File: config.mk
export PLATFORM = sky130hd
export DESIGN_NAME = outcode_pipe_flat
export DESIGN_NICKNAME = d
export VERILOG_FILES = /design/src/rtl/outcode_pipe_if.sv /design/src/rtl/outcode_pipe.sv /design/src/flat_wrapper.sv
export SDC_FILE = /design/constraint.sdc
export NUM_CORES = 1
export LEC_CHECK = 0
export BUFFER_PORTS_ARGS = -buffer_cell sky130_fd_sc_hd__buf_2
export CAP_MARGIN = 20
export CORE_ASPECT_RATIO = 2
export CORE_UTILIZATION = 50
export CTS_BUF_LIST = sky130_fd_sc_hd__clkbuf_2 sky130_fd_sc_hd__clkbuf_4 sky130_fd_sc_hd__clkbuf_8
export DETAILED_ROUTE_END_ITERATION = 8
export HOLD_SLACK_MARGIN = 0.12
export PLACE_DENSITY_LB_ADDON = 0.15
export SYNTH_ARGS = -nofsm -noshare
export SYNTH_HDL_FRONTEND = slang
export SYNTH_SLANG_ARGS = --single-unit
File: constraint.sdc
create_clock -name clk -period 19.87 [get_ports clk]
set_input_delay 1.987 -clock clk [delete_from_list [all_inputs] [get_ports clk]]
set_output_delay 1.987 -clock clk [all_outputs]
set_load 0.1 [all_outputs]
File: src/rtl/outcode_pipe_if.sv
// Segment stream, window configuration and statistics bundle for outcode_pipe.
// The slave modport is the pipe's view; the master modport is the producer/consumer side.
interface outcode_pipe_if #(
  parameter int COORD_W = 16,
  parameter int CNT_W   = 16
);
  logic                      cfg_we;
  logic signed [COORD_W-1:0] cfg_xmin, cfg_xmax, cfg_ymin, cfg_ymax;
  logic                      in_valid;
  logic                      in_ready;
  logic signed [COORD_W-1:0] in_x0, in_y0, in_x1, in_y1;
  logic                      out_valid;
  logic                      out_ready;
  logic signed [COORD_W-1:0] out_x0, out_y0, out_x1, out_y1;
  logic [3:0]                out_code0, out_code1;
  logic                      out_accept, out_reject;
  logic                      cnt_clr;
  logic [CNT_W-1:0]          cnt_accept, cnt_reject, cnt_clip;

  modport slave (
    input  cfg_we, cfg_xmin, cfg_xmax, cfg_ymin, cfg_ymax,
    input  in_valid, in_x0, in_y0, in_x1, in_y1,
    output in_ready,
    output out_valid, out_x0, out_y0, out_x1, out_y1,
    output out_code0, out_code1, out_accept, out_reject,
    input  out_ready,
    input  cnt_clr,
    output cnt_accept, cnt_reject, cnt_clip
  );

  modport master (
    output cfg_we, cfg_xmin, cfg_xmax, cfg_ymin, cfg_ymax,
    output in_valid, in_x0, in_y0, in_x1, in_y1,
    input  in_ready,
    input  out_valid, out_x0, out_y0, out_x1, out_y1,
    input  out_code0, out_code1, out_accept, out_reject,
    output out_ready,
    output cnt_clr,
    input  cnt_accept, cnt_reject, cnt_clip
  );
endinterface

File: src/rtl/outcode_pipe.sv
// Two-stage streaming Cohen-Sutherland outcode/classification pipe with a
// programmable clip window and saturating per-class segment counters.
module outcode_pipe #(
  parameter int COORD_W  = 16,
  parameter int XMIN_RST = 0,
  parameter int XMAX_RST = 640,
  parameter int YMIN_RST = 0,
  parameter int YMAX_RST = 480,
  parameter int CNT_W    = 16
) (
  input  logic           clk,
  input  logic           rst,
  outcode_pipe_if.slave  bus
);
  typedef logic signed [COORD_W-1:0] coord_t;

  coord_t r_xmin, r_xmax, r_ymin, r_ymax;

  logic       r_s1_valid;
  coord_t     r_s1_x0, r_s1_y0, r_s1_x1, r_s1_y1;
  logic [3:0] r_s1_c0, r_s1_c1;

  logic       r_s2_valid;
  coord_t     r_s2_x0, r_s2_y0, r_s2_x1, r_s2_y1;
  logic [3:0] r_s2_c0, r_s2_c1;
  logic       r_s2_acc, r_s2_rej;

  logic [CNT_W-1:0] r_cnt_acc, r_cnt_rej, r_cnt_clip;

  logic       w_s2_adv, w_s1_adv, w_in_hs, w_out_hs;
  logic [3:0] w_c0, w_c1;

  // LEFT/RIGHT and BOTTOM/TOP are exclusive per axis, even for an inverted window
  function automatic logic [3:0] f_code(input coord_t x, input coord_t y,
                                        input coord_t xmin, input coord_t xmax,
                                        input coord_t ymin, input coord_t ymax);
    logic [3:0] c;
    c = 4'b0000;
    if (x < xmin)      c[0] = 1'b1;
    else if (x > xmax) c[1] = 1'b1;
    if (y < ymin)      c[2] = 1'b1;
    else if (y > ymax) c[3] = 1'b1;
    return c;
  endfunction

  assign w_c0 = f_code(bus.in_x0, bus.in_y0, r_xmin, r_xmax, r_ymin, r_ymax);
  assign w_c1 = f_code(bus.in_x1, bus.in_y1, r_xmin, r_xmax, r_ymin, r_ymax);

  assign w_s2_adv = !r_s2_valid || bus.out_ready;
  assign w_s1_adv = !r_s1_valid || w_s2_adv;
  assign w_in_hs  = bus.in_valid && w_s1_adv;
  assign w_out_hs = r_s2_valid && bus.out_ready;

  always_ff @(posedge clk or posedge rst) begin
    if (rst) begin
      r_xmin <= coord_t'(XMIN_RST);
      r_xmax <= coord_t'(XMAX_RST);
      r_ymin <= coord_t'(YMIN_RST);
      r_ymax <= coord_t'(YMAX_RST);
    end else if (bus.cfg_we) begin
      r_xmin <= bus.cfg_xmin;
      r_xmax <= bus.cfg_xmax;
      r_ymin <= bus.cfg_ymin;
      r_ymax <= bus.cfg_ymax;
    end
  end

  always_ff @(posedge clk or posedge rst) begin
    if (rst) begin
      r_s1_valid <= 1'b0;
      r_s1_x0 <= '0; r_s1_y0 <= '0; r_s1_x1 <= '0; r_s1_y1 <= '0;
      r_s1_c0 <= '0; r_s1_c1 <= '0;
    end else begin
      if (w_s1_adv) r_s1_valid <= bus.in_valid;
      if (w_in_hs) begin
        r_s1_x0 <= bus.in_x0; r_s1_y0 <= bus.in_y0;
        r_s1_x1 <= bus.in_x1; r_s1_y1 <= bus.in_y1;
        r_s1_c0 <= w_c0;      r_s1_c1 <= w_c1;
      end
    end
  end

  always_ff @(posedge clk or posedge rst) begin
    if (rst) begin
      r_s2_valid <= 1'b0;
      r_s2_x0 <= '0; r_s2_y0 <= '0; r_s2_x1 <= '0; r_s2_y1 <= '0;
      r_s2_c0 <= '0; r_s2_c1 <= '0;
      r_s2_acc <= 1'b0; r_s2_rej <= 1'b0;
    end else begin
      if (w_s2_adv) r_s2_valid <= r_s1_valid;
      if (w_s2_adv && r_s1_valid) begin
        r_s2_x0  <= r_s1_x0; r_s2_y0 <= r_s1_y0;
        r_s2_x1  <= r_s1_x1; r_s2_y1 <= r_s1_y1;
        r_s2_c0  <= r_s1_c0; r_s2_c1 <= r_s1_c1;
        r_s2_acc <= ((r_s1_c0 | r_s1_c1) == 4'b0000);
        r_s2_rej <= ((r_s1_c0 & r_s1_c1) != 4'b0000);
      end
    end
  end

  // Clear wins over a same-cycle increment; counters stick at all-ones
  always_ff @(posedge clk or posedge rst) begin
    if (rst) begin
      r_cnt_acc <= '0; r_cnt_rej <= '0; r_cnt_clip <= '0;
    end else if (bus.cnt_clr) begin
      r_cnt_acc <= '0; r_cnt_rej <= '0; r_cnt_clip <= '0;
    end else if (w_out_hs) begin
      if (r_s2_acc) begin
        if (!(&r_cnt_acc)) r_cnt_acc <= r_cnt_acc + 1'b1;
      end else if (r_s2_rej) begin
        if (!(&r_cnt_rej)) r_cnt_rej <= r_cnt_rej + 1'b1;
      end else begin
        if (!(&r_cnt_clip)) r_cnt_clip <= r_cnt_clip + 1'b1;
      end
    end
  end

  assign bus.in_ready   = w_s1_adv;
  assign bus.out_valid  = r_s2_valid;
  assign bus.out_x0     = r_s2_x0;
  assign bus.out_y0     = r_s2_y0;
  assign bus.out_x1     = r_s2_x1;
  assign bus.out_y1     = r_s2_y1;
  assign bus.out_code0  = r_s2_c0;
  assign bus.out_code1  = r_s2_c1;
  assign bus.out_accept = r_s2_acc;
  assign bus.out_reject = r_s2_rej;
  assign bus.cnt_accept = r_cnt_acc;
  assign bus.cnt_reject = r_cnt_rej;
  assign bus.cnt_clip   = r_cnt_clip;
endmodule

File: src/flat_wrapper.sv
// flat-port wrapper written by rule: the top's interface ports become plain ports
module outcode_pipe_flat 
#(
  parameter int COORD_W  = 16,
  parameter int XMIN_RST = 0,
  parameter int XMAX_RST = 640,
  parameter int YMIN_RST = 0,
  parameter int YMAX_RST = 480,
  parameter int CNT_W    = 16
)
  (clk, rst, bus_cfg_we, bus_cfg_xmin, bus_cfg_xmax, bus_cfg_ymin, bus_cfg_ymax, bus_in_valid, bus_in_x0, bus_in_y0, bus_in_x1, bus_in_y1, bus_in_ready, bus_out_valid, bus_out_x0, bus_out_y0, bus_out_x1, bus_out_y1, bus_out_code0, bus_out_code1, bus_out_accept, bus_out_reject, bus_out_ready, bus_cnt_clr, bus_cnt_accept, bus_cnt_reject, bus_cnt_clip);
  outcode_pipe_if #(.COORD_W(COORD_W), .CNT_W(CNT_W)) bus_i ();
  input  logic clk;
  input  logic rst;
  input wire logic [$bits(bus_i.cfg_we)-1:0] bus_cfg_we;
  input wire logic [$bits(bus_i.cfg_xmin)-1:0] bus_cfg_xmin;
  input wire logic [$bits(bus_i.cfg_xmax)-1:0] bus_cfg_xmax;
  input wire logic [$bits(bus_i.cfg_ymin)-1:0] bus_cfg_ymin;
  input wire logic [$bits(bus_i.cfg_ymax)-1:0] bus_cfg_ymax;
  input wire logic [$bits(bus_i.in_valid)-1:0] bus_in_valid;
  input wire logic [$bits(bus_i.in_x0)-1:0] bus_in_x0;
  input wire logic [$bits(bus_i.in_y0)-1:0] bus_in_y0;
  input wire logic [$bits(bus_i.in_x1)-1:0] bus_in_x1;
  input wire logic [$bits(bus_i.in_y1)-1:0] bus_in_y1;
  output wire logic [$bits(bus_i.in_ready)-1:0] bus_in_ready;
  output wire logic [$bits(bus_i.out_valid)-1:0] bus_out_valid;
  output wire logic [$bits(bus_i.out_x0)-1:0] bus_out_x0;
  output wire logic [$bits(bus_i.out_y0)-1:0] bus_out_y0;
  output wire logic [$bits(bus_i.out_x1)-1:0] bus_out_x1;
  output wire logic [$bits(bus_i.out_y1)-1:0] bus_out_y1;
  output wire logic [$bits(bus_i.out_code0)-1:0] bus_out_code0;
  output wire logic [$bits(bus_i.out_code1)-1:0] bus_out_code1;
  output wire logic [$bits(bus_i.out_accept)-1:0] bus_out_accept;
  output wire logic [$bits(bus_i.out_reject)-1:0] bus_out_reject;
  input wire logic [$bits(bus_i.out_ready)-1:0] bus_out_ready;
  input wire logic [$bits(bus_i.cnt_clr)-1:0] bus_cnt_clr;
  output wire logic [$bits(bus_i.cnt_accept)-1:0] bus_cnt_accept;
  output wire logic [$bits(bus_i.cnt_reject)-1:0] bus_cnt_reject;
  output wire logic [$bits(bus_i.cnt_clip)-1:0] bus_cnt_clip;
  assign bus_i.cfg_we = bus_cfg_we;
  assign bus_i.cfg_xmin = bus_cfg_xmin;
  assign bus_i.cfg_xmax = bus_cfg_xmax;
  assign bus_i.cfg_ymin = bus_cfg_ymin;
  assign bus_i.cfg_ymax = bus_cfg_ymax;
  assign bus_i.in_valid = bus_in_valid;
  assign bus_i.in_x0 = bus_in_x0;
  assign bus_i.in_y0 = bus_in_y0;
  assign bus_i.in_x1 = bus_in_x1;
  assign bus_i.in_y1 = bus_in_y1;
  assign bus_in_ready = bus_i.in_ready;
  assign bus_out_valid = bus_i.out_valid;
  assign bus_out_x0 = bus_i.out_x0;
  assign bus_out_y0 = bus_i.out_y0;
  assign bus_out_x1 = bus_i.out_x1;
  assign bus_out_y1 = bus_i.out_y1;
  assign bus_out_code0 = bus_i.out_code0;
  assign bus_out_code1 = bus_i.out_code1;
  assign bus_out_accept = bus_i.out_accept;
  assign bus_out_reject = bus_i.out_reject;
  assign bus_i.out_ready = bus_out_ready;
  assign bus_i.cnt_clr = bus_cnt_clr;
  assign bus_cnt_accept = bus_i.cnt_accept;
  assign bus_cnt_reject = bus_i.cnt_reject;
  assign bus_cnt_clip = bus_i.cnt_clip;
  outcode_pipe #(.COORD_W(COORD_W), .XMIN_RST(XMIN_RST), .XMAX_RST(XMAX_RST), .YMIN_RST(YMIN_RST), .YMAX_RST(YMAX_RST), .CNT_W(CNT_W)) u_core (.clk(clk), .rst(rst), .bus(bus_i));
endmodule
# Word level (Yosys, flattened, before mapping)
# Cells that the tools add are included.
# W data, S select, Z words.
totals:
  out_inout_bits: 124
  mem_bits_rw: 0
  rom_bits: 0
  latchBits: 0
  elab_cells: 85
  n_memories: 0
  input_bits: 134
  ff_bits: 260
classes:
  eq_ne: 5
  order_cmp: 8
  shift: 0
  div_mod_pow: 0
  bitwise_logic: 2
  muxes: 26
  addsub: 3
  reduce_logical: 18
  n_mul: 0
ops:
  columns: ["cell", "count"]
  rows:
  - ["$mux W16", 14]
  - ["$gt A16 B16 Y1", 4]
  - ["$lt A16 B16 Y1", 4]
  - ["$add A16 B1 Y16 const B", 3]
  - ["$reduce_and A16 Y1", 3]
  - ["$mux W1", 12]
  - ["$ne A2 B2 Y1 const B", 5]
  - ["$reduce_and A4 Y1", 2]
  - ["$reduce_bool A2 Y1", 3]
  - ["$and A4 B4 Y4", 1]
  - ["$logic_not A4 Y1", 1]
  - ["$or A4 B4 Y4", 1]
  - ["$reduce_bool A4 Y1", 1]
  - ["$logic_and A1 B1 Y1", 3]
  - ["$reduce_and A3 Y1", 1]
  - ["$logic_not A1 Y1", 2]
  - ["$logic_or A1 B1 Y1", 2]

# Depth between registers and ports, before layout
logic_depth:
  ltp_word: 6
  depth_mapped: 8
  mapped_depth_nobuf: 8

# Least setup slack after synthesis
# No wires, ideal clock.
synth_timing:
  path_type: "input -> output"
  startpoint: "in bus_out_ready"
  endpoint: "out bus_in_ready"
  n_path_buf: 0
  path_stages: 1
  arrival_time_ns: 2.824
  slack_ns: 15.059
  path_cell_list: "nand3b_1"
synth_via:
  elab_chain_cells: 2
synth_lines:
  columns: ["item", "line", "rtl"]
  rows:
  - ["start, declared", "flat_wrapper.sv:35", "input wire logic [$bits(bus_i.out_ready)-1:0] bus_out_ready;"]
  - ["$logic_or A1 B1 Y1", "outcode_pipe.sv:49", "assign w_s2_adv = !r_s2_valid || bus.out_ready;"]
  - ["$logic_or A1 B1 Y1", "outcode_pipe.sv:50", "assign w_s1_adv = !r_s1_valid || w_s2_adv;"]
  - ["end, declared", "flat_wrapper.sv:25", "output wire logic [$bits(bus_i.in_ready)-1:0] bus_in_ready;"]
# Every way passes these cells.

# Worst setup path after layout
# Ends and elaborated chain as after synthesis.

==> impl_metrics.yaml <==
status:
  outcome: "finished clean"
synthesis:
  synth_xor_area_share_pct: 2.74
  synthArstFlopShare_pct: 100
  ys_top_cells_by_area: "dfrtp_1, ha_1, nand2_1"
  ys.flop_type: "dfrtp_1"
  muxShareOfSynthArea_pct: 7.01
  ys_ff_latch: 260
  yosys_warnings: 0
  synthSimpleGateAreaFrac_pct: 15.6
  postSynthCellCount: 1289
  ys_seq_area_share_pct: 49.8
  synth_edf_count: 0
  syn-cell-area_sq_um: 13100
  avgSynthCellArea_sq_um: 10.2
  synth.net_count: 1550
  synth-compound-area-share_pct: 9.11
  yosys.area_share.adder_pct: 12.1
  yosys.area.top_type_share_pct: 48.6
  yosysMostFrequentCell: "nand2_1"
  synth_cell_types: 59
  netlist_top_cells_count: "nand2_1, dfrtp_1, ha_1"
  yosysTopAreaCell: "dfrtp_1"
  synth_top_family_by_area: "simple AND/OR/NAND/NOR gates"
final_layout:
  seq_area_sq_um: 6510
  finalNetCount: 1812
  fin_cells: 1922
  multi_input_area_sq_um: 6110
  fillCellCount: 2307
  layout-drive-gt1-share_pct: 27.3
  area_growth_pct: 19.0
worst_setup_path:
  crit_end: "bus_in_ready"
  timing.rr.end: "u_core.r_s1_c1[1]"
  critPathMostFrequentCell: "buf_2"
  cp_num_buf_inv: 2
  startpoint: "bus_out_ready"
  required_ps: 17880
  end_kind: "primary output"
  cp_num_cells: 3
  cp_cell_sequence: "buf_2, nand3b_1, buf_2"
  rrSetupSlack_ps: 17340
  critPathTopFamily: "buffers and inverters"
  crit_fanout: 6
  cpMaxStageDelayCell: "buf_2"
  startpoint_type: "input port"
  critPathMaxStageDelay_ps: 450
  r2r_cells: 8
  critPathKind: "input port to primary output"
  worstPathArrival_ps: 2740
  regToRegStartpoint: "u_core.r_xmax[9]"
route:
  viasPerCell: 5.31
  wirelength_microns: 34600
  postRouteAntennaNets: 0
  wl_per_cell_microns: 18.0
  dr.pass1.iters: 5
  drc: 0
  vias: 10203
  drt_iter0_drc: 376
power_and_ir_drop:
  p_int_mw: 0.992
  peakVddDrop_uv: 83.7
  pwr-share-comb_pct: 33.7
  power_switching_share_pct: 41.0
  p_clk_share_pct: 28.1
  p_leak_nw: 8.02
  seq_power_share_pct: 38.2
  p_switching_mw: 0.690
  p_per_area_nw_per_um2: 108
clocking:
  cts_tree: "built"
  clkTransAtPathRegs_ps: 60
  root_buffer: "clkbuf_8"
  htree_levels: 2
  cts_resized: 0
  postCtsHoldBufs: 0
  insertion_delay_ps: 550
  cts_buffers: 39
  post_cts_buffers: 0
  clock_path_buffers: 3
  clock-sinks: 260
global_route:
  grt_use_met3_pct: 5.12
  antenna_found_initial: 7
  grt.busiest_layer: "met2"
  grt_pass1_vias: 10514
  use_met1_pct: 25.3
  grtUsageMet2_pct: 50.2
  grt_usage_pct: 26.3
  grt.overflow.total: 0
  grt_pass1_wl_microns: 53400
  grt_max_degree: 119
timing:
  rsz0062_at_grt: "no"
  clock_skew_ps: 18.0
  fin_hold_ws_ps: 470
  worstMarginPinSlew_ps: 979
  period_needed_ps: 4730
  hold_violations: 0
  fin_crit_sh_pct: 23.8
  max_freq_ghz: 0.212
  tns_ps: 0
  slew_violations: 0
  setup_viol: 0
  setup_ws_ps: 15140
  relSlewSlack_pct: 34.8
placement:
  port_buffers: 257
  hpwl_microns: 25400
  place_congestion: 0.848
  dp_cells: 1849
  place_ws_ps: 15140
run:
  cap_violations: 0
floorplan:
  placementRows: 83
  boundaryPins: 258
  die-area_sq_um: 26900
  die_w_microns: 116
  start_util_pct: 51.0
  core_area_sq_um: 25700
  die_h_microns: 231
min_path:
  hold_path_class: "flip-flop to flip-flop"
==> kinds of logic after synthesis <==
family,Yosys count
simple gates,460
compound gates,194
xor+xnor,41
buf+inv,125
flops,260
fa+ha+maj,127
mux,82
==> worst min-delay path by stage <==
stage                            start                 end  slack, ps  cells after the start
global route         u_core.r_s1_x1[8]   u_core.r_s1_x1[8]        490                      2
finish               u_core.r_s1_x0[7]   u_core.r_s1_x0[7]        470                      2
global placement     u_core.r_s1_y0[9]   u_core.r_s1_y0[9]        450                      2
CTS                  u_core.r_s1_x1[5]   u_core.r_s1_x1[5]        470                      2
floorplan           u_core.r_s1_x0[10]  u_core.r_s1_x0[10]        440                      2
detailed placement   u_core.r_s1_x1[5]   u_core.r_s1_x1[5]        460                      2
==> worst min-delay path: stages, from the launching register on <==
cell and delay [ps]:
dfrtp_1 340, nand2_1 50, nand2_1 50
==> metal layers <==
| metal | routed length (microns) | share of wire [%] |
|---|---|---|
| met4 | 1740 | 5.0 |
| met1 | 11800 | 34 |
| met3 | 1750 | 5.1 |
| met5 | 51 | 0.15 |
| met2 | 19200 | 56 |
==> stage by stage <==
| step | power, mW | instance area [sq um] | utilization (%) |
|---|---|---|---|
| 6_report | 1.68 | 15600 | 60.7 |
| 4_1_cts | 1.70 | 15500 | 60.6 |
| 3_3_place_gp | 1.21 | 14700 | 57.3 |
| 5_1_grt | 1.76 | 15600 | 60.7 |
| 3_5_place_dp | 1.22 | 14700 | 57.3 |
| 2_1_floorplan | 1.09 | 13100 | - |
==> power by group through the flow <==
| stage | registers (mW) | logic, mW | clock network, mW |
|---|---|---|---|
| floorplan | 0.938 | 0.156 | 0 |
| global placement | 0.649 | 0.561 | 0 |
| detailed placement | 0.652 | 0.570 | 0 |
| CTS | 0.643 | 0.571 | 0.486 |
| global route | 0.651 | 0.600 | 0.506 |
| finish | 0.643 | 0.566 | 0.473 |
==> area by class of cell <==
class	count	area share, %
multi-input cells	904	39.2
repair buffers	263	8.69
flip-flops and latches	260	41.8
clock buffers	61	4.79
inverters	83	2.05
well taps	340	2.73
diodes	3	0.0482
clock inverters	8	0.619
==> layout by cell type (no fill, tap or decap), drive strengths merged, types with 3 or more instances in the layout <==
| cell | count |
|---|---|
| nand2 | 287 |
| buf | 263 |
| dfrtp | 254 |
| ha | 127 |
| o21ai | 84 |
| inv | 83 |
| mux2 | 77 |
| clkbuf | 61 |
| nor2 | 58 |
| a21oi | 44 |
| nand4 | 36 |
| xor2 | 25 |
| nand3 | 23 |
| a21o | 19 |
| xnor2 | 16 |
| nand2b | 9 |
| and4 | 9 |
| nor3 | 8 |
| nor4 | 8 |
| a211oi | 8 |
| or3 | 7 |
| dfstp | 6 |
| mux2i | 5 |
| a221oi | 5 |
| clkinv | 5 |
| o21a | 4 |
| o31ai | 4 |
| and2 | 4 |
| diode | 3 |
| o211ai | 3 |
| o2111a | 3 |
| o32ai | 3 |
| a221o | 3 |
| a31oi | 3 |
| and3 | 3 |
No activity file was read; power rests on OpenSTA's default activity.
